<file path="src/rtl/micro_irq_pkg.sv">
// micro_irq_pkg: register offsets, read-FSM states and the ID encoder shared by micro_irq_ctrl.
// Timer offsets are only decoded when MICRO_IRQ_TIMER_EN is defined.
package micro_irq_pkg;

    localparam logic [3:0] IRQ_PEND    = 4'd0;
    localparam logic [3:0] IRQ_ENABLE  = 4'd1;
    localparam logic [3:0] IRQ_MODE    = 4'd2;
    localparam logic [3:0] IRQ_ACTIVE  = 4'd3;
    localparam logic [3:0] IRQ_ID      = 4'd4;
    localparam logic [3:0] IRQ_SET     = 4'd5;
    localparam logic [3:0] IRQ_TRELOAD = 4'd6;
    localparam logic [3:0] IRQ_TCOUNT  = 4'd7;

    typedef enum logic {
        IDLE = 1'b0,
        WAIT = 1'b1
    } rd_state_e;

    // Index+1 of the lowest set bit; 0 means nothing is set.
    function automatic logic [5:0] lowest_set_id(input logic [31:0] vec);
        logic [5:0] id;
        id = 6'd0;
        for (int i = 31; i >= 0; i--) begin
            if (vec[i]) id = 6'(i + 1);
        end
        return id;
    endfunction

endpackage

</file>
<file path="src/rtl/micro_irq_timer.sv">
// micro_irq_timer: 16-bit periodic down-counter feeding pending bit 0.
// Only instantiated when MICRO_IRQ_TIMER_EN is defined; a zero reload value stops it.
module micro_irq_timer (
    input  logic        clock,
    input  logic        clock_sreset_n,
    input  logic        load_i,
    input  logic [15:0] load_val_i,
    output logic        tick_o,
    output logic [15:0] treload_o,
    output logic [15:0] tcount_o
);

    logic [15:0] treload_q, treload_d;
    logic [15:0] tcount_q, tcount_d;
    logic        running;

    always_comb begin
        running   = (treload_q != 16'd0);
        tick_o    = running && (tcount_q == 16'd1);
        treload_d = treload_q;
        tcount_d  = tcount_q;
        if (load_i) begin
            treload_d = load_val_i;
            tcount_d  = load_val_i;
        end else if (tick_o) begin
            tcount_d = treload_q;
        end else if (running && (tcount_q != 16'd0)) begin
            tcount_d = tcount_q - 16'd1;
        end
    end

    always_ff @(posedge clock) begin
        if (!clock_sreset_n) begin
            treload_q <= 16'd0;
            tcount_q  <= 16'd0;
        end else begin
            treload_q <= treload_d;
            tcount_q  <= tcount_d;
        end
    end

    assign treload_o = treload_q;
    assign tcount_o  = tcount_q;

endmodule

</file>
<file path="src/rtl/micro_irq_ctrl.sv">
// micro_irq_ctrl: memory-mapped level/edge interrupt controller on the forth_micro data bus.
// Define MICRO_IRQ_TIMER_EN to add the periodic timer that sources pending bit 0.
module micro_irq_ctrl
    import micro_irq_pkg::*;
#(
    parameter int                WIDTHA    = 16,
    parameter int                WIDTHD    = 18,
    parameter int                NSRC      = 16,
    parameter logic [WIDTHA-1:0] BASE_ADDR = 'h1f0
) (
    input  logic              clock,
    input  logic              clock_sreset_n,
    input  logic [WIDTHA-1:0] address,
    input  logic [WIDTHD-1:0] writedata,
    input  logic              read,
    input  logic              write,
    output logic [WIDTHD-1:0] readdata,
    output logic              waitrequest,
    input  logic [NSRC-1:0]   src,
    output logic [WIDTHD-1:0] irq,
    output logic              dbg_rd_wait_o
);

    logic              sel, rd_req, wr_en, rd_latch, tick;
    logic [3:0]        offset;
    logic [NSRC-1:0]   wd_src, set_term, clr_mask, active;
    logic [NSRC-1:0]   pend_q, pend_d, enable_q, enable_d, mode_q, mode_d, src_prev_q;
    logic [WIDTHD-1:0] readdata_q, readdata_d, irq_q, rd_val;
    rd_state_e         state_q, state_d;
    logic              unused_wdata;

    assign offset       = address[3:0];
    assign sel          = (address[WIDTHA-1:4] == BASE_ADDR[WIDTHA-1:4]);
    assign rd_req       = sel && read;
    assign wr_en        = sel && write && !read;
    assign wd_src       = writedata[NSRC-1:0];
    assign active       = pend_q & enable_q;
    assign unused_wdata = ^writedata;

`ifdef MICRO_IRQ_TIMER_EN
    logic [15:0] treload, tcount;

    micro_irq_timer u_timer (
        .clock          (clock),
        .clock_sreset_n (clock_sreset_n),
        .load_i         (wr_en && (offset == IRQ_TRELOAD)),
        .load_val_i     (writedata[15:0]),
        .tick_o         (tick),
        .treload_o      (treload),
        .tcount_o       (tcount)
    );
`else
    assign tick = 1'b0;
`endif

    // Read handshake: a selected read stalls one cycle (waitrequest high in IDLE) while
    // readdata is captured; the master sees waitrequest low in WAIT with readdata valid.
    always_comb begin
        state_d     = state_q;
        waitrequest = 1'b0;
        rd_latch    = 1'b0;
        case (state_q)
            IDLE: begin
                if (clock_sreset_n && rd_req) begin
                    waitrequest = 1'b1;
                    rd_latch    = 1'b1;
                    state_d     = WAIT;
                end
            end
            WAIT:    state_d = IDLE;
            default: state_d = IDLE;
        endcase
    end

    always_comb begin
        rd_val = '0;
        case (offset)
            IRQ_PEND:    rd_val = WIDTHD'(pend_q);
            IRQ_ENABLE:  rd_val = WIDTHD'(enable_q);
            IRQ_MODE:    rd_val = WIDTHD'(mode_q);
            IRQ_ACTIVE:  rd_val = WIDTHD'(active);
            IRQ_ID:      rd_val = WIDTHD'(lowest_set_id(32'(active)));
`ifdef MICRO_IRQ_TIMER_EN
            IRQ_TRELOAD: rd_val = WIDTHD'(treload);
            IRQ_TCOUNT:  rd_val = WIDTHD'(tcount);
`endif
            default:     rd_val = '0;
        endcase
    end

    // Set beats clear on the same bit, so a level source held high re-pends immediately.
    always_comb begin
        set_term = (mode_q & src & ~src_prev_q) | (~mode_q & src) | NSRC'(tick);
        if (wr_en && (offset == IRQ_SET)) set_term = set_term | wd_src;
        clr_mask   = (wr_en && (offset == IRQ_PEND)) ? wd_src : '0;
        pend_d     = (pend_q & ~clr_mask) | set_term;
        enable_d   = (wr_en && (offset == IRQ_ENABLE)) ? wd_src : enable_q;
        mode_d     = (wr_en && (offset == IRQ_MODE)) ? wd_src : mode_q;
        readdata_d = rd_latch ? rd_val : readdata_q;
    end

    always_ff @(posedge clock) begin
        if (!clock_sreset_n) begin
            state_q    <= IDLE;
            pend_q     <= '0;
            enable_q   <= '0;
            mode_q     <= '0;
            src_prev_q <= '0;
            readdata_q <= '0;
            irq_q      <= '0;
        end else begin
            state_q    <= state_d;
            pend_q     <= pend_d;
            enable_q   <= enable_d;
            mode_q     <= mode_d;
            src_prev_q <= src;
            readdata_q <= readdata_d;
            irq_q      <= WIDTHD'(active);
        end
    end

    assign readdata      = readdata_q;
    assign irq           = irq_q;
    assign dbg_rd_wait_o = (state_q == WAIT);

endmodule

</file>
<file path="config.mk">
export PLATFORM = sky130hd
export DESIGN_NAME = micro_irq_ctrl
export DESIGN_NICKNAME = d
export VERILOG_FILES = /design/src/rtl/micro_irq_pkg.sv /design/src/rtl/micro_irq_timer.sv /design/src/rtl/micro_irq_ctrl.sv
export SDC_FILE = /design/constraint.sdc
export NUM_CORES = 1
export LEC_CHECK = 0
export ABC_CLOCK_PERIOD_IN_PS = 2400
export CAP_MARGIN = 20
export CORE_MARGIN = 1
export CORE_UTILIZATION = 51
export DETAILED_ROUTE_END_ITERATION = 7
export PLACE_DENSITY = 0.8
export SLEW_MARGIN = 20
export SYNTH_ARGS = -nofsm -noshare
export SYNTH_HDL_FRONTEND = slang
export SYNTH_SLANG_ARGS = --single-unit
</file>
<file path="constraint.sdc">
create_clock -name clock -period 2.4 [get_ports clock]
set_clock_uncertainty 0.2 [all_clocks]
set_input_delay 0.48 -clock clock [delete_from_list [all_inputs] [get_ports clock]]
set_output_delay 0.48 -clock clock [all_outputs]
set_load 0.01 [all_outputs]
</file>
# After elaboration in Yosys (flattened, before gate mapping)

Index checks and enable logic that the tools add are counted.

Reduce and logical (&&, ||, !) cells: 10
Muxes and demuxes: 22
Eq/ne operators: 6
Bitwise gates (word level): 12

Operators with widths:

| kind                                            | count |
|---|---|
| 2-to-1 mux 6 bit                                | 15 |
| AND 16 bit                                      | 5 |
| one-hot mux 16 bit (5 select lines)             | 1 |
| inverter 16 bit                                 | 3 |
| bitwise OR 16 bit                               | 3 |
| 2-to-1 mux 16 bit                               | 2 |
| == test 12 x 5 -> 1 bit (second input constant) | 1 |
| == test 4 x 2 -> 1 bit (second input constant)  | 2 |
| == test 4 x 3 -> 1 bit (second input constant)  | 2 |
| logical AND 1 bit                               | 8 |
| 2-to-1 mux 5 bit                                | 1 |
| == test 4 x 1 -> 1 bit (second input constant)  | 1 |
| logical NOT 4 bit                               | 1 |
| 2-to-1 mux 1 bit                                | 2 |
| one-hot mux 1 bit (2 select lines)              | 1 |
| logical NOT 1 bit                               | 1 |
| inverter 1 bit                                  | 1 |

Output and inout bits: 38
Bits of input ports: 54
Word-level logic and storage cells: 58
Bits in registers: 101

# Longest topological paths before layout

Gate-level depths: netlist of run 1.

Depth after elaboration: 18
Mapped depth: 7

# Worst setup path after synthesis of run 1

OpenSTA, ideal clock, no wires.

Path kind: input to register
Start: in address[9]
End: reg mode_q[10]
Library setup time: 122 ps
Slack: 311 ps
Stages on the path: 7
Path buffers: 2
Data arrival time: 1767 ps
Path through: nor4b_1 > nand4_1 > or2_2 > buf_2 > buf_2 > nand2_1 > a21boi_0

Cells in the longest elaborated chain, start to end: 4

Ends and longest elaborated chain:

| item                           | line                  | text |
|---|---|---|
| start: declaration             | micro_irq_ctrl.sv:13  | `input logic [WIDTHA-1:0] address,` |
| == test 12 x 5 -> 1 bit        | micro_irq_ctrl.sv:33  | `assign sel = (address[WIDTHA-1:4] == BASE_ADDR[WIDTHA-1:4]);` |
| logical AND 1 bit (2 in a row) | micro_irq_ctrl.sv:35  | `assign wr_en = sel && write && !read;` |
| logical AND 1 bit              | micro_irq_ctrl.sv:98  | `mode_d = (wr_en && (offset == IRQ_MODE)) ? wd_src : mode_q;` |
| end signal: assignment         | micro_irq_ctrl.sv:115 | `mode_q <= mode_d;` |
| end: declaration               | micro_irq_ctrl.sv:27  | `logic [NSRC-1:0] pend_q, pend_d, enable_q, enable_d, mode_q, mode_d, src_prev_q;` |

Every way passes these cells.
A chain may end at the register's enable or synchronous reset.

# Worst setup path after layout of run 1

Start: in address[10]
End: reg pend_q[15]

Cells in the longest elaborated chain, start to end: 8
Elaborated cells between the ends (all ways): 10

Ends and longest elaborated chain:

| item                               | line                  | text |
|---|---|---|
| == test 12 x 5 -> 1 bit (*)        | micro_irq_ctrl.sv:33  |  |
| logical AND 1 bit (*) (2 in a row) | micro_irq_ctrl.sv:35  |  |
| logical AND 1 bit                  | micro_irq_ctrl.sv:95  | `clr_mask = (wr_en && (offset == IRQ_PEND)) ? wd_src : '0;` |
| 2-to-1 mux 16 bit                  | micro_irq_ctrl.sv:95  |  |
| inverter 16 bit                    | micro_irq_ctrl.sv:96  | `pend_d = (pend_q & ~clr_mask) \| set_term;` |
| AND 16 bit                         | micro_irq_ctrl.sv:96  |  |
| bitwise OR 16 bit (*)              | micro_irq_ctrl.sv:96  |  |
| end signal: assignment             | micro_irq_ctrl.sv:113 | `pend_q <= pend_d;` |
| end: declaration                   | micro_irq_ctrl.sv:27  |  |

Every way passes the cells marked *; elsewhere a longest branch is shown, timed or not.

==> results of run 1 <==
[power by group through the flow]
stage / clock network [W] / logic (W) / registers (W)
2_1_floorplan: 0 / 0.000128 / 0.00170
6_report: 0.00111 / 0.000285 / 0.00167
3_5_place_dp: 0 / 0.000278 / 0.00171
4_1_cts: 0.00112 / 0.000281 / 0.00167
5_1_grt: 0.00120 / 0.000309 / 0.00168
3_3_place_gp: 0 / 0.000271 / 0.00171
[final cells by class]
class	instances	area (µm²)	area share (%)
clock buffers	9	124	2.22
clock inverters	7	83.8	1.50
inverters	18	67.6	1.21
multi-input cells	350	2100	37.6
flip-flops and latches	97	1940	34.7
well taps	102	128	2.28
repair buffers	125	1150	20.5
[placed cells by master, fill, tap and decap left out, types with 3 or more instances in the layout]
master / instances
sky130_fd_sc_hd__nand2_1: 101
sky130_fd_sc_hd__dfxtp_1: 97
sky130_fd_sc_hd__clkdlybuf4s50_1: 81
sky130_fd_sc_hd__buf_4: 40
sky130_fd_sc_hd__a21boi_0: 30
sky130_fd_sc_hd__a21boi_1: 29
sky130_fd_sc_hd__o21ai_0: 26
sky130_fd_sc_hd__a22oi_1: 24
sky130_fd_sc_hd__and2_1: 18
sky130_fd_sc_hd__nor2_1: 18
sky130_fd_sc_hd__inv_1: 17
sky130_fd_sc_hd__and3_1: 16
sky130_fd_sc_hd__o221ai_1: 11
sky130_fd_sc_hd__or3_1: 11
sky130_fd_sc_hd__clkbuf_8: 9
sky130_fd_sc_hd__a21oi_1: 7
sky130_fd_sc_hd__a22o_1: 5
sky130_fd_sc_hd__and4_1: 4
sky130_fd_sc_hd__nand4_1: 4
sky130_fd_sc_hd__nand3_1: 4
sky130_fd_sc_hd__o22ai_1: 4
sky130_fd_sc_hd__conb_1: 4
sky130_fd_sc_hd__mux2i_1: 3
[worst max path at each step]
| stage | from | end | slack (ns) |
|---|---|---|---|
| finish | address[10] | pend_q[15] | 0.11 |
| global route | address[10] | pend_q[2] | -0.02 |
| CTS | address[9] | readdata[6] | 0.03 |
| detailed placement | address[9] | readdata[6] | -0.34 |
| global placement | address[9] | waitrequest | -0.28 |
| floorplan | address[9] | mode_q[10] | 0.31 |
[layer usage]
metal	up-vias	global-route usage (%)	wire (µm)
met5	-	0	0
met4	0	7.82	148
met3	20	6.75	853
met2	167	42.2	5200
met1	1877	37.5	5070
li1	1948	-	-
[registers in the layout (all words and copies together), names as in the netlist]
register / flops
readdata: 16
dbg_rd_wait_o: 1
pend_q: 16
mode_q: 16
irq: 16
src_prev_q: 16
enable_q: 16
[repair_timing]
action,4_1_cts,5_1_grt
pin swaps,2,1
gates resized for setup,4,5
setup endpoints to repair,1,17
hold endpoints to repair,0,0
setup buffers,1,0
[kinds of logic after synthesis]
family                    count (synthesis)  share of synthesized area, %
xor gates and xnor gates                  1                         0.206
buffers and inverters                    48                          5.45
AOI/OAI and AO/OA                       144                          24.1
DFF                                      97                          45.7
and+or+nand+nor                         198                          23.7
other                                     1                        0.0883
muxes                                     3                         0.707
[metrics by stage]
step	power, W	std cells
after global placement	0.00198	691
after CTS	0.00307	708
after floorplan	0.00183	495
after detailed placement	0.00199	691
after global routing	0.00318	708
final	0.00306	708
[worst max-delay path: stages]
cell	delay, ns
sky130_fd_sc_hd__clkdlybuf4s50_1	0.44
sky130_fd_sc_hd__nor4_4	0.30
sky130_fd_sc_hd__buf_4	0.17
sky130_fd_sc_hd__nand3_1	0.14
sky130_fd_sc_hd__nor4_4	0.29
sky130_fd_sc_hd__buf_4	0.26
sky130_fd_sc_hd__a22oi_1	0.11
sky130_fd_sc_hd__a21boi_0	0.18
==> out/summary.txt, run 1 <==
OUTCOME
-------------------------------------------------------------------------------------------
Run status                                                                     complete, no violations

POWER AND IR DROP
-------------------------------------------------------------------------------------------
Switching Fraction                                                                    24.9%
Leakage power total                                                                 2.12 nW
Combinational fraction of design power                                                 9.3%
Clock network fraction of total power                                                 36.1%
Total power density per cell area                                                548 nW/µm²
Int Pwr                                                                           0.00230 W
Maximum ir drop on the vdd rail                                                    0.360 mV
Power share of the sequential group                                                   54.6%
Switching power summed over all nets                                             0.000764 W

WORST SETUP PATH
-------------------------------------------------------------------------------------------
Setup Crit Path Kind                                                              in -> reg
Data arrival time of the critical path                                              2.38 ns
Setup slack on the worst flop-to-flop path                                          0.50 ns
Worst-path fanout max                                                                    11
Setup crit end kind                                                               flip-flop
Terminus of the critical flop-to-flop path                                      readdata[6]
Startpoint types                                                                  input pin
Worst R2R Path Depth                                                                      6
Launching point of the worst reg2reg path                                      dbg_rd_wait_o
Required @ worst endpoint                                                           2.49 ns

SYNTHESIS
-------------------------------------------------------------------------------------------
Ranking of synthesized cells by instance count                                 sky130_fd_sc_hd__nand2_1 (101), sky130_fd_sc_hd__dfxtp_1 (97), sky130_fd_sc_hd__a21boi_0 (31)
Count leader, synth                                                            sky130_fd_sc_hd__nand2_1
#FFs+latches synth                                                                       97
Cell types with the largest area share after synthesis                         sky130_fd_sc_hd__dfxtp_1 (46%), sky130_fd_sc_hd__nand2_1 (8.9%), sky130_fd_sc_hd__a21boi_0 (5.5%)
Number of cells produced by synthesis                                                   492
Cell type with the highest aggregate area in the netlist                       sky130_fd_sc_hd__dfxtp_1
Post-synth top area share                                                             45.7%
Async set-or-reset flop fraction in the synthesized netlist                              0%
Summed instance area of the synthesized netlist                                    4250 µm²
Number of distinct library cells after synthesis                                         48
Mean Syn Cell Area                                                                 8.63 µm²
Number of flops mapped to enable cells by yosys                                           0
Primary flip-flop cell chosen by synthesis mapping                             sky130_fd_sc_hd__dfxtp_1
Count of warnings emitted by yosys                                                        0
Sequential cell area fraction in the yosys report                                     45.7%

TIMING
-------------------------------------------------------------------------------------------
Period utilisation layout                                                             95.5%
Final setup vio count                                                                     0
Setup slack of the critical path after layout                                      0.107 ns
Highest clock frequency the design can meet                                         436 MHz
Min Tclk post-route                                                                 2.29 ns
Worst Tran Pin Value                                                               0.717 ns
Worst-case hold slack                                                              0.268 ns
Unrepaired setup endpoints after global routing                                        true
Relative max-transition margin                                                        52.2%
Count of final max-slew check failures                                                    0
Final-report hold violation count                                                         0
Sum of negative setup slack                                                            0 ns

GRT
-------------------------------------------------------------------------------------------
All-layer global routing usage                                                        27.2%
Global-route wire length before repair                                             18400 µm
Pin count of the biggest net entering global routing                                     93
Sum of overflow across all layers after global routing                                    0
Antenna violations before repair                                                          0
Vias in the first global route                                                         3729

PLACEMENT
-------------------------------------------------------------------------------------------
Post-placement worst setup slack                                                  -0.343 ns
RePlAce Congestion                                                                    0.885
DP HPWL                                                                             8150 µm
Number of I/O port buffers                                                               85
Post-detailed-placement cell area                                                  5360 µm²

ROUTING
-------------------------------------------------------------------------------------------
Number of design-rule violations left by the first detailed-router iteration            311
Wirelength per Cell                                                                 15.9 µm
Count of antenna-violating nets left after detailed routing                               0
Number of vias in the routed layout                                                    4012
Remaining routing DRC violations                                                          0
Post-DR vias/cell                                                                      5.67
Number of iterations in the first detailed-routing pass                                   5
Total detailed-routing wirelength                                                  11300 µm

CLOCK NETWORK
-------------------------------------------------------------------------------------------
Total clock sinks                                                                        97
Number of buffers between clock root and the deepest sink                                 2
Clock root buffer                                                              sky130_fd_sc_hd__clkbuf_8
Clock Pin Slew Worst Setup and Hold Paths                                           0.10 ns
Number of CTS-inserted buffers                                                            9
Hold buffers post-CTS                                                                     0
Clock Latency Late Sink                                                             0.37 ns
Deepest level of the CTS H-tree                                                           3
TritonCTS clock tree                                                                    yes

DIE
-------------------------------------------------------------------------------------------
Die Area                                                                           8700 µm²
Effective utilization at floorplan                                                    53.9%
Standard-cell rows                                                                       32
Vertical die dimension                                                              93.3 µm
Die Span X                                                                          93.3 µm
I/O pin cnt                                                                              92
Standard cell core area                                                            7890 µm²

WORST HOLD PATH
-------------------------------------------------------------------------------------------
Endpoint, Worst Hold                                                            readdata[5]
Start point of the worst hold path                                              readdata[5]
Hold WC Path Type                                                                reg -> reg
Worst hold stages                                                                         2

JOB
-------------------------------------------------------------------------------------------
Max-Cap Viols                                                                             0

FINISH
-------------------------------------------------------------------------------------------
Post-route cell area                                                               5590 µm²
Area growth, synth to finish                                                          31.6%
Count of filler cells inserted in the layout                                            624
N_diodes                                                                                  0
Final core utilization                                                                70.9%
Share of layout cells above drive strength 1                                          11.2%
Final #Nets                                                                             655

No activity file was read; power rests on OpenSTA's default activity.
==> inputs of run 2 (changes only) <==
--- a/config.mk
+++ b/config.mk
@@ -5,12 +5,12 @@
 export SDC_FILE = /design/constraint.sdc
 export NUM_CORES = 1
 export LEC_CHECK = 0
-export ABC_CLOCK_PERIOD_IN_PS = 2400
+export ABC_CLOCK_PERIOD_IN_PS = 2750
 export CAP_MARGIN = 20
 export CORE_MARGIN = 1
-export CORE_UTILIZATION = 51
+export CORE_UTILIZATION = 54
 export DETAILED_ROUTE_END_ITERATION = 7
-export PLACE_DENSITY = 0.8
+export PLACE_DENSITY = 0.84
 export SLEW_MARGIN = 20
 export SYNTH_ARGS = -nofsm -noshare
 export SYNTH_HDL_FRONTEND = slang
==> constraint.sdc (replaced) <==
create_clock -name clock -period 2.75 [get_ports clock]
set_clock_uncertainty 0.2 [all_clocks]
set_input_delay 0.55 -clock clock [delete_from_list [all_inputs] [get_ports clock]]
set_output_delay 0.55 -clock clock [all_outputs]
set_load 0.01 [all_outputs]
==> run 2 against run 1 <==
Effect of this change:
- combinational power is 15% lower
- critical path type is now in -> out
- sequential share of layout area is 0.62 points higher
- register-to-register slack improved by 0.40 ns
- total power fell by 16%
- flip-flop and latch count unchanged
- largest power group unchanged
- utilization increased by 3.3 points
- cell area is 1.8% lower
==> out/summary.txt, run 2 (synthesis results as in run 1) <==
GRT
-------------------------------------------------------------------------------------------
Sum of overflow across all layers after global routing                                    0
All-layer global routing usage                                                        28.3%
Antenna violations before repair                                                          0
Vias in the first global route                                                         3830
Global-route wire length before repair                                             18500 µm
Pin count of the biggest net entering global routing                                     93

POWER AND IR DROP
-------------------------------------------------------------------------------------------
Total power                                                                       0.00257 W
Leakage power total                                                                 2.06 nW
Total power density per cell area                                                468 nW/µm²
Maximum ir drop on the vdd rail                                                    0.298 mV

CLOCK NETWORK
-------------------------------------------------------------------------------------------
Clock Latency Late Sink                                                             0.37 ns
Number of buffers between clock root and the deepest sink                                 2
TritonCTS clock tree                                                                    yes
Hold buffers post-CTS                                                                     0
Total clock sinks                                                                        97
Number of CTS-inserted buffers                                                            9
Clock Pin Slew Worst Setup and Hold Paths                                           0.09 ns
Deepest level of the CTS H-tree                                                           3
Clock root buffer                                                              sky130_fd_sc_hd__clkbuf_8

TIMING
-------------------------------------------------------------------------------------------
Worst Tran Pin Value                                                               0.694 ns
Final setup vio count                                                                     0
Worst-case hold slack                                                              0.261 ns
Relative max-transition margin                                                        53.7%
Count of final max-slew check failures                                                    0
Min Tclk post-route                                                                 2.65 ns
Unrepaired setup endpoints after global routing                                       false
Final-report hold violation count                                                         0
Period utilisation layout                                                             96.5%
Highest clock frequency the design can meet                                         377 MHz
Sum of negative setup slack                                                            0 ns

FINISH
-------------------------------------------------------------------------------------------
Leading cell type in the layout, fill and taps excluded                        sky130_fd_sc_hd__nand2_1
Share of layout cells above drive strength 1                                          9.68%
Final #Nets                                                                             648
Area of the multi-input gates                                                      2090 µm²
Leading cell types in the layout, fill and taps excluded                       sky130_fd_sc_hd__nand2_1 (101), sky130_fd_sc_hd__dfxtp_1 (97), sky130_fd_sc_hd__clkdlybuf4s50_1 (83), sky130_fd_sc_hd__buf_4 (33), sky130_fd_sc_hd__a21boi_0 (31)
Non-filler cells in the finished layout                                                 698
N_diodes                                                                                  0
Area growth, synth to finish                                                          29.3%
Sequential cell area                                                               1940 µm²
Count of filler cells inserted in the layout                                            568

PLACEMENT
-------------------------------------------------------------------------------------------
Number of I/O port buffers                                                               85
RePlAce Congestion                                                                    0.903
Number of cells in the design after placement                                           680
DP HPWL                                                                             7900 µm

WORST SETUP PATH
-------------------------------------------------------------------------------------------
Required @ worst endpoint                                                           2.00 ns
Setup Crit Path Kind                                                              in -> out
Terminus of the critical flop-to-flop path                                      readdata[7]
Setup slack on the worst flop-to-flop path                                          0.90 ns
Data arrival time of the critical path                                              1.90 ns
Startpoint types                                                                  input pin
Worst-path fanout max                                                                     2
Launching point of the worst reg2reg path                                      dbg_rd_wait_o
Cell with the biggest individual delay on the critical path                    sky130_fd_sc_hd__clkdlybuf4s50_1
CP peak stage delay                                                                 0.45 ns
CP cell instances                                                              clkdlybuf4s50_1 > nor4b_2 > and4_1 > dlygate4sd2_1
Setup crit end kind                                                            primary output
Worst R2R Path Depth                                                                      5

JOB
-------------------------------------------------------------------------------------------
Max-Cap Viols                                                                             0

WORST HOLD PATH
-------------------------------------------------------------------------------------------
Hold WC Path Type                                                                reg -> reg
Worst hold stages                                                                         2
Endpoint, Worst Hold                                                            readdata[1]
Start point of the worst hold path                                              readdata[1]

DIE
-------------------------------------------------------------------------------------------
Standard-cell rows                                                                       31
Vertical die dimension                                                              90.7 µm
Die Span X                                                                          90.7 µm
Die Area                                                                           8220 µm²
I/O pin cnt                                                                              92
Standard cell core area                                                            7410 µm²
Effective utilization at floorplan                                                    57.3%

ROUTING
-------------------------------------------------------------------------------------------
Number of vias in the routed layout                                                    4036
Total detailed-routing wirelength                                                  11400 µm
Remaining routing DRC violations                                                          0
Number of iterations in the first detailed-routing pass                                   5
Post-DR vias/cell                                                                      5.78
Count of antenna-violating nets left after detailed routing                               0
Wirelength per Cell                                                                 16.4 µm
Number of design-rule violations left by the first detailed-router iteration            316

OUTCOME
-------------------------------------------------------------------------------------------
Run status                                                                     complete, no violations

[run 2: cell types whose count changed in the layout (fill, tap and decap cells not counted), sizes merged]
cell | before | now
buf | 42 | 34
clkbuf | 9 | 12
clkdlybuf4s50 | 81 | 83
dlymetal6s2s | 2 | 0
inv | 20 | 18
bufinv | 1 | 0
dlygate4sd2 | 0 | 1
[run 2: final cells by class]
type                    count  share of cell area, %
multi-input cells         350                   38.0
flip-flops and latches     97                   35.4
repair buffers            118                   19.9
clock buffers              12                   2.82
well taps                  99                   2.26
inverters                  18                   1.23
clock inverters             4                  0.478
[run 2: what timing repair did]
| action | in CTS | in global routing |
|---|---|---|
| gates resized for setup | 1 | 0 |
| endpoints found under the setup margin | 1 | 0 |
| setup buffers | 2 | 0 |
[run 2: worst max-delay path by stage]
stage / start / end
final: address[14] / waitrequest
after global placement: address[9] / waitrequest
after CTS: address[15] / waitrequest
after floorplan: address[9] / mode_q[10]
after detailed placement: address[10] / waitrequest
after global routing: address[15] / waitrequest
[run 2: where the power goes]
| group | total [W] | switching, W | internal, W |
|---|---|---|---|
| Sequential | 0.00146 | 0.0000276 | 0.00143 |
| Combinational | 0.000241 | 0.000109 | 0.000132 |
| Clock | 0.000869 | 0.000489 | 0.000379 |
[run 2: stage by stage]
| stage | setup WS (ns) | cell area (µm²) | util, % |
|---|---|---|---|
| global placement | -0.111 | 5300 | 71.5 |
| finish | 0.0975 | 5490 | 74.1 |
| CTS | 0.153 | 5490 | 74.1 |
| detailed placement | -0.124 | 5300 | 71.5 |
| global route | 0.0657 | 5490 | 74.1 |
| floorplan | 0.591 | 4260 | - |
[run 2: metal layers]
layer / vias up / wire (µm) / share of wire [%] / global-route usage (%)
li1: 1927 / - / - / -
met1: 1900 / 4940 / 43 / 36.5
met2: 178 / 5290 / 46 / 45.9
met3: 31 / 965 / 8.4 / 5.22
met4: 0 / 248 / 2.2 / 12.9
met5: - / 0 / 0 / 0
[run 2: critical path: cells and delay by family]
family / cells / cell delay [ns]
buf+inv: 2 / 0.73
simple gates: 2 / 0.62
==> inputs of run 3 (changes only) <==
--- a/config.mk
+++ b/config.mk
@@ -9,7 +9,9 @@
 export CAP_MARGIN = 20
 export CORE_MARGIN = 1
 export CORE_UTILIZATION = 54
+export CTS_BUF_LIST = sky130_fd_sc_hd__clkbuf_16
 export DETAILED_ROUTE_END_ITERATION = 7
+export HOLD_SLACK_MARGIN = 0.15
 export PLACE_DENSITY = 0.84
 export SLEW_MARGIN = 20
 export SYNTH_ARGS = -nofsm -noshare
==> run 3 against run 2 <==
Effect of this change:
- critical path depth unchanged
- global-route usage increased by 0.63 points
- first-iteration DRC count up 11%
- clock power rose by 29%
- sequential power about the same
- die area did not move
- critical path type unchanged
==> out/summary.txt, run 3 (synthesis results as in run 1) <==
DIE
-------------------------------------------------------------------------------------------
Vertical die dimension                                                              90.7 µm
Effective utilization at floorplan                                                    57.3%
I/O pin cnt                                                                              92
Die Span X                                                                          90.7 µm
Die Area                                                                           8220 µm²
Standard cell core area                                                            7410 µm²
Standard-cell rows                                                                       31

OUTCOME
-------------------------------------------------------------------------------------------
Run status                                                                     complete, no violations

WORST HOLD PATH
-------------------------------------------------------------------------------------------
Hold WC Path Type                                                                reg -> reg
Start point of the worst hold path                                              readdata[1]

CLOCK NETWORK
-------------------------------------------------------------------------------------------
Clock Pin Slew Worst Setup and Hold Paths                                           0.07 ns
Hold buffers post-CTS                                                                     0
Deepest level of the CTS H-tree                                                           3
Clock Latency Late Sink                                                             0.34 ns
Clock root buffer                                                              sky130_fd_sc_hd__clkbuf_16
Total clock sinks                                                                        97
TritonCTS clock tree                                                                    yes
Number of buffers between clock root and the deepest sink                                 2
Number of CTS-inserted buffers                                                            9

TIMING
-------------------------------------------------------------------------------------------
Unrepaired setup endpoints after global routing                                       false
Highest clock frequency the design can meet                                         377 MHz
Sum of negative setup slack                                                            0 ns
Worst Tran Pin Value                                                               0.688 ns
Period utilisation layout                                                             96.4%
Worst-case hold slack                                                              0.254 ns
Count of final max-slew check failures                                                    0
Final-report hold violation count                                                         0
Relative max-transition margin                                                        54.1%
Final setup vio count                                                                     0
Min Tclk post-route                                                                 2.65 ns

GRT
-------------------------------------------------------------------------------------------
All-layer global routing usage                                                        29.0%
Antenna violations before repair                                                          0
Pin count of the biggest net entering global routing                                     93
Sum of overflow across all layers after global routing                                    0
Vias in the first global route                                                         3788
Global-route wire length before repair                                             18900 µm

ROUTING
-------------------------------------------------------------------------------------------
Wirelength per Cell                                                                 16.5 µm
Post-DR vias/cell                                                                      5.82
Remaining routing DRC violations                                                          0
Number of iterations in the first detailed-routing pass                                   5
Number of design-rule violations left by the first detailed-router iteration            352
Count of antenna-violating nets left after detailed routing                               0
Number of vias in the routed layout                                                    4061
Total detailed-routing wirelength                                                  11500 µm

WORST SETUP PATH
-------------------------------------------------------------------------------------------
Launching instance or port of the critical path                                 address[14]
Setup slack on the worst flop-to-flop path                                          0.92 ns
Launching point of the worst reg2reg path                                      dbg_rd_wait_o
Worst-path fanout max                                                                     2
Setup Crit Path Kind                                                              in -> out
Required @ worst endpoint                                                           2.00 ns
Terminus of the critical flop-to-flop path                                      readdata[7]
Startpoint types                                                                  input pin
Crit path to                                                                    waitrequest
Setup crit end kind                                                            primary output
Worst R2R Path Depth                                                                      5
Data arrival time of the critical path                                              1.90 ns

FINISH
-------------------------------------------------------------------------------------------
Leading cell types in the layout, fill and taps excluded                       sky130_fd_sc_hd__nand2_1 (101), sky130_fd_sc_hd__dfxtp_1 (97), sky130_fd_sc_hd__clkdlybuf4s50_1 (83), sky130_fd_sc_hd__buf_4 (33), sky130_fd_sc_hd__a21boi_0 (31)
Count of filler cells inserted in the layout                                            548
Leading cell type in the layout, fill and taps excluded                        sky130_fd_sc_hd__nand2_1
Final #Nets                                                                             648
Area growth, synth to finish                                                          31.2%
Final core utilization                                                                75.2%
Post-route cell area                                                               5570 µm²
N_diodes                                                                                  0
Share of layout cells above drive strength 1                                          9.35%

PLACEMENT
-------------------------------------------------------------------------------------------
DP HPWL                                                                             7900 µm
Post-detailed-placement cell area                                                  5300 µm²
RePlAce Congestion                                                                    0.903
Number of I/O port buffers                                                               85

JOB
-------------------------------------------------------------------------------------------
Max-Cap Viols                                                                             0

POWER AND IR DROP
-------------------------------------------------------------------------------------------
Maximum ir drop on the vdd rail                                                    0.325 mV
Total power density per cell area                                                507 nW/µm²
Leakage power total                                                                 2.10 nW

-- run 3: critical path, stage by stage --
cell	delay [ns]
sky130_fd_sc_hd__clkdlybuf4s50_1	0.44
sky130_fd_sc_hd__nor4b_2	0.34
sky130_fd_sc_hd__and4_1	0.28
sky130_fd_sc_hd__dlygate4sd2_1	0.28
-- run 3: power breakdown --
part	internal (W)	switching, W	leakage (nW)
clock	0.000603	0.000519	0.132
sequential	0.00143	0.0000276	0.791
combinational	0.000132	0.000110	1.17
-- run 3: cell type report --
cell class | count | area (µm²) | area share (%)
multi-input cells | 350 | 2090 | 37.4
flip-flops and latches | 97 | 1940 | 34.8
repair buffers | 118 | 1090 | 19.6
clock inverters | 7 | 37.5 | 0.673
clock buffers | 9 | 225 | 4.04
well taps | 99 | 124 | 2.22
inverters | 18 | 67.6 | 1.21
-- run 3: how the worst min path moves through the flow --
stage,endpoint,slack (ns),cells after the start
final,readdata[1],0.25,2
after global routing,readdata[1],0.27,2
after CTS,readdata[1],0.26,2
after detailed placement,readdata[1],0.24,2
after global placement,readdata[1],0.24,2
after floorplan,mode_q[15],0.24,2
-- run 3: per-stage QoR --
stage / worst slack, ns / power (W) / instances
2_1_floorplan: 0.591 / 0.00159 / 495
3_3_place_gp: -0.111 / 0.00172 / 680
3_5_place_dp: -0.124 / 0.00173 / 680
4_1_cts: 0.153 / 0.00283 / 698
5_1_grt: 0.0657 / 0.00292 / 698
6_report: 0.0982 / 0.00283 / 698
-- run 3: metal layers --
layer  global-route usage, %  wire length (µm)  up-vias
met3                    5.22               800       34
met1                    37.9              5110     1903
li1                        -                 -     1933
met5                       0                 0        -
met4                    12.9               287        0
met2                    46.4              5300      191
-- run 3: what timing repair did --
action | CTS | global route
setup buffers | 2 | 0
setup endpoints to repair | 1 | 0
resized for setup | 1 | 0
